**config.mk**
```make
export PLATFORM = sky130hd
export DESIGN_NAME = imem_loader
export DESIGN_NICKNAME = d
export VERILOG_FILES = /design/src/rtl/imem_loader.sv
export SDC_FILE = /design/constraint.sdc
export NUM_CORES = 1
export LEC_CHECK = 0
export BUFFER_PORTS_ARGS = -buffer_cell sky130_fd_sc_hd__buf_2
export CAP_MARGIN = 20
export CORE_UTILIZATION = 56
export CTS_CLUSTER_DIAMETER = 80
export DETAILED_ROUTE_END_ITERATION = 10
export GPL_TIMING_DRIVEN = 1
export MAX_ROUTING_LAYER = met4
export PLACE_DENSITY = 0.9
export SYNTH_ARGS = -nofsm -noshare
export SYNTH_HDL_FRONTEND = slang
export SYNTH_SLANG_ARGS = --single-unit
```
**constraint.sdc**
```tcl
create_clock -name clock -period 2.4 [get_ports clock]
set_clock_uncertainty 0.2 [all_clocks]
set_input_delay 0.48 -clock clock [delete_from_list [all_inputs] [get_ports clock]]
set_output_delay 0.48 -clock clock [all_outputs]
set_load 0.005 [all_outputs]
```
**src/rtl/imem_loader.sv**
```systemverilog
// imem_loader: boot-time program loader for the single-cycle MIPS core.
// Receives a framed byte stream (16-bit big-endian word count, big-endian
// instruction words, XOR checksum), writes the words to consecutive
// instruction-memory addresses and keeps the core in reset until a complete,
// checksum-verified program is in memory.
//
// Handshake: a byte transfers on a rising edge where rx_valid && rx_ready.
// rx_ready is high in LEN_HI, LEN_LO, DATA and CHECK, low in DONE, ERROR and
// while reset is asserted. The block never back-pressures inside a frame,
// so a producer may present one byte per cycle.
module imem_loader #(
  parameter int ADDR_WIDTH = 8
) (
  input  logic                  clock,
  input  logic                  reset,
  input  logic [7:0]            rx_data,
  input  logic                  rx_valid,
  output logic                  rx_ready,
  output logic                  imem_we,
  output logic [ADDR_WIDTH-1:0] imem_addr,
  output logic [31:0]           imem_wdata,
  output logic                  cpu_reset,
  output logic                  load_done,
  output logic                  load_error,
  output logic [15:0]           words_loaded
);

  // Largest accepted word count; 17 bits so 2^16 would still be representable.
  localparam logic [16:0] CAPACITY = 17'd1 << ADDR_WIDTH;

  typedef enum logic [2:0] {
    S_LEN_HI,
    S_LEN_LO,
    S_DATA,
    S_CHECK,
    S_DONE,
    S_ERROR
  } state_t;

  state_t state;
  state_t next_state;

  logic [7:0]            len_hi;
  logic [15:0]           frame_len;
  logic [15:0]           len_in;
  logic [1:0]            byte_cnt;
  logic [23:0]           asm_word;
  logic [7:0]            xor_acc;
  logic [ADDR_WIDTH:0]   idx;
  logic [ADDR_WIDTH:0]   idx_next;
  logic                  accept;
  logic                  write_word;
  logic                  chk_match;
  logic                  chk_fail;
  logic                  len_reject;

  assign rx_ready = !reset && ((state == S_LEN_HI) || (state == S_LEN_LO) ||
                               (state == S_DATA)   || (state == S_CHECK));
  assign accept   = rx_valid && rx_ready;
  assign len_in   = {len_hi, rx_data};
  // The index counter has one spare bit so a full-capacity load ends at
  // 2^ADDR_WIDTH without wrapping back to zero.
  assign idx_next = idx + {{ADDR_WIDTH{1'b0}}, 1'b1};

  // State register.
  always_ff @(posedge clock) begin
    if (reset) begin
      state <= S_LEN_HI;
    end else begin
      state <= next_state;
    end
  end

  // Next-state logic and single-cycle event strobes for the datapath.
  always_comb begin
    next_state = state;
    write_word = 1'b0;
    chk_match  = 1'b0;
    chk_fail   = 1'b0;
    len_reject = 1'b0;
    case (state)
      S_LEN_HI: begin
        if (accept) next_state = S_LEN_LO;
      end
      S_LEN_LO: begin
        if (accept) begin
          if ({1'b0, len_in} > CAPACITY) begin
            next_state = S_ERROR;
            len_reject = 1'b1;
          end else if (len_in == 16'd0) begin
            next_state = S_CHECK;
          end else begin
            next_state = S_DATA;
          end
        end
      end
      S_DATA: begin
        if (accept && (byte_cnt == 2'd3)) begin
          write_word = 1'b1;
          if (16'(idx_next) == frame_len) next_state = S_CHECK;
        end
      end
      S_CHECK: begin
        if (accept) begin
          if (rx_data == xor_acc) begin
            next_state = S_DONE;
            chk_match  = 1'b1;
          end else begin
            next_state = S_ERROR;
            chk_fail   = 1'b1;
          end
        end
      end
      default: begin
        next_state = state;
      end
    endcase
  end

  // Datapath: length capture, word assembly, checksum, memory write port
  // and the sticky status outputs.
  always_ff @(posedge clock) begin
    if (reset) begin
      len_hi       <= 8'd0;
      frame_len    <= 16'd0;
      byte_cnt     <= 2'd0;
      asm_word     <= 24'd0;
      xor_acc      <= 8'd0;
      idx          <= '0;
      imem_we      <= 1'b0;
      imem_addr    <= '0;
      imem_wdata   <= 32'd0;
      words_loaded <= 16'd0;
      cpu_reset    <= 1'b1;
      load_done    <= 1'b0;
      load_error   <= 1'b0;
    end else begin
      imem_we <= write_word;
      if (accept && (state != S_CHECK)) xor_acc <= xor_acc ^ rx_data;
      if (accept && (state == S_LEN_HI)) len_hi <= rx_data;
      if (accept && (state == S_LEN_LO)) frame_len <= len_in;
      if (accept && (state == S_DATA)) begin
        byte_cnt <= byte_cnt + 2'd1;
        asm_word <= {asm_word[15:0], rx_data};
      end
      if (write_word) begin
        imem_addr    <= idx[ADDR_WIDTH-1:0];
        imem_wdata   <= {asm_word, rx_data};
        idx          <= idx_next;
        words_loaded <= 16'(idx_next);
      end
      if (chk_match) begin
        cpu_reset <= 1'b0;
        load_done <= 1'b1;
      end
      if (chk_fail || len_reject) load_error <= 1'b1;
    end
  end

endmodule

```
==> results.py <==
metrics = {
    "sta": {
        "max_slew.worst_pin.slew_ns": 0.6179,
        "min_period_over_period": 0.8574,
        "hold-worst-slack_ns": 0.06061,
        "maxSlewViolCount": 0,
        "fin_crit_ns": 2.058,
        "rsz0062_at_grt": "no",
        "fmax_mhz": 486.0,
        "relSlewSlack": 0.5881,
        "setup_violations": 0,
        "finalHoldViolations": 0,
        "tns_ns": 0,
    },
    "clocking": {
        "clk_pin_slew_ns": 0.06,
        "clock_path_buffers": 2,
        "cts_tree": "yes",
        "htreeDepth": 4,
        "clock_latency_ns": 0.52,
        "cts_sinks": 114,
        "cts_resized": 0,
        "cts-root-buf": "clkbuf_8",
        "cts_setup_buffers": 0,
        "cts_buffers": 17,
        "cts.hold.buffers_added": 0,
    },
    "power": {
        "finalPower_uw": 4574,
        "internal_power_uw": 3558,
        "leakage_uw": 0.002308,
        "p_comb_frac": 0.044,
        "p_clk_frac": 0.530,
        "p_switching_uw": 1016,
        "ir_drop_mv": 0.5824,
        "seq_power_share": 0.426,
        "switching_share": 0.2221,
        "power_density_nw_per_um2": 817.6,
    },
    "worst_setup_path": {
        "critPathLaunchType": "flop",
        "crit_path_end_kind": "output pin",
        "crit_fanout": 7,
        "cp.arrival_ns": 1.38,
        "crit_required_ns": 1.72,
        "critical_path_class": "reg -> out",
    },
    "placement": {
        "io_buffers": 64,
        "place.gp.congestion": 0.8797,
        "hpwl_microns": 6843,
        "post_dp_cell_area_sq_um": 5006,
        "dp_cells": 686,
    },
    "detailed_routing": {
        "dr.pass1.iters": 5,
        "vias_per_cell": 5.521,
        "drt_wl_total_microns": 10620,
        "post_drt_wl_per_cell_microns": 14.80,
        "drt_iter0_markers": 282,
        "vias": 3964,
        "drcViolationCount": 0,
        "final_antenna_net_count": 0,
    },
    "floorplan": {
        "io-pin-count": 72,
        "die_h_microns": 92.72,
        "die-area_sq_um": 8596,
        "rows": 32,
        "start_util": 0.5872,
        "die_w_microns": 92.72,
        "fp.coreArea_sq_um": 7848,
    },
    "grt": {
        "grt_pass1_vias": 3742,
        "antenna_found_initial": 0,
        "grt_max_degree": 70,
        "grt_pass1_wl_microns": 17580,
        "grt_remaining_overflow": 0,
        "grt_usage": 0.2732,
    },
    "synth": {
        "syn_area_per_cell_sq_um": 8.534,
        "synth.ff_latch_count": 114,
        "synth-edff-count": 0,
        "async_reset_ff_frac": 0,
        "netlist_area_sq_um": 4608,
        "yosysSeqAreaShare": 0.4952,
        "synth-main-ff-cell": "dfxtp_1",
        "ys_warn_count": 0,
        "synth_cell_types": 47,
        "netlist_instances": 540,
    },
    "cells_and_area": {
        "fillers": 613,
        "antenna_cells": 0,
        "final_common_cell": "nand2_1",
        "multiInputGateArea_sq_um": 2133,
        "drive_gt1_frac": 0.1948,
        "finalNonFillerCells": 718,
        "mostFrequentLayoutCells": "nand2_1 (147), dfxtp_1 (114), buf_2 (63)",
        "register_area_sq_um": 2282,
        "final_area_sq_um": 5594,
        "syn2layout_area_growth_pct": 21.40,
        "layout.nets": 616,
    },
    "run": {
        "maxCapViolations": 0,
    },
    "worst_hold_path": {
        "hp-class": "in -> reg",
    },
    "status": {
        "outcome": "completed",
    },
}
[state kept, by name, indices dropped and copies added, names as in the netlist, 2 cells and up]
name          cells
imem_addr         8
words_loaded      9
state             3
imem_wdata       32
asm_word         24
len_hi            8
frame_len        16
xor_acc           8
byte_cnt          2
[path summary, 6_finish.rpt]
path,from,end,slack [ns],cells after the start
setup / recovery,state[2]$_SDFFE_PP0P_,rx_ready,0.34,3
hold / removal,rx_data[1],imem_wdata[1]$_SDFFE_PP0P_,0.06,3
setup reg to reg,words_loaded[0]$_SDFFE_PP0P_,state[0]$_SDFFE_PP0P_,0.35,6
hold reg to reg,asm_word[19]$_SDFFE_PP0P_,imem_wdata[27]$_SDFFE_PP0P_,0.25,2
[layout make-up]
class | instances | share of cell area
clock buffer | 21 | 0.08208
timing repair buffer | 79 | 0.08007
sequential | 114 | 0.4080
clock inverter | 11 | 0.02304
tap | 102 | 0.02281
multi-input combinational | 387 | 0.3813
inverter | 4 | 0.002684
[cell families after synthesis]
logic type	count (synthesis)	synth area share
flops	114	0.4952
buf+inv	45	0.04806
fa+ha+maj	2	0.005429
compound gates	71	0.08580
other cells	1	0.0008138
xor+xnor	31	0.05892
simple gates	253	0.2558
mux	23	0.04996
[power by group through the flow]
| stage | combinational (uW) | sequential [uW] | clock (uW) |
|---|---|---|---|
| finish | 202 | 1950 | 2420 |
| floorplan | 150 | 1980 | 0 |
| global route | 223 | 1950 | 2540 |
| global placement | 188 | 1980 | 0 |
| CTS | 198 | 1950 | 2450 |
| detailed placement | 195 | 1990 | 0 |
[synthesized netlist by cell type, types with 2 or more instances]
library cell  number  area, sq um
o221ai_1           2        17.52
nor2b_1            2        12.51
dfxtp_1          114         2282
mux2i_1           23        230.2
nand3b_1          25        187.7
xor2_1            20        175.2
nand4_1            3        18.77
nor4_1             5        31.28
or3_1              4        25.02
buf_2             11        55.05
clkbuf_1          16        60.06
buf_1              3        11.26
or4_1              5        37.54
a31oi_1            3        18.77
ha_1               2        25.02
o31ai_1            2        15.01
nand2_1          147        551.8
o21ai_0            6        30.03
nand3_1            3        15.01
nor2_1            44        165.2
buf_4             10        75.07
inv_1              3        11.26
nor3_1             4        20.02
xnor2_1           11        96.34
nor3_4             2        32.53
a21oi_1           49        245.2
[critical path: stages, from the launching register on]
cell	delay, ns
dfxtp_1	0.37
nor2_1	0.21
buf_4	0.17
buf_2	0.11
[per-layer routing]
| metal | vias up | GRT usage | routed length, microns |
|---|---|---|---|
| li1 | 1907 | - | - |
| met1 | 1879 | 0.3188 | 4505 |
| met2 | 152 | 0.4389 | 5292 |
| met3 | 26 | 0.06158 | 564 |
| met4 | 0 | 0.1474 | 262 |
| met5 | - | - | 0 |
[through the flow]
step	util	setup WS (ns)
after detailed placement	0.6379	0.1766
after global placement	0.6379	0.1985
after floorplan	-	0.4240
after global routing	0.7129	0.1973
final	0.7129	0.3423
after CTS	0.7129	0.3500
No activity file was read; power rests on OpenSTA's default activity.
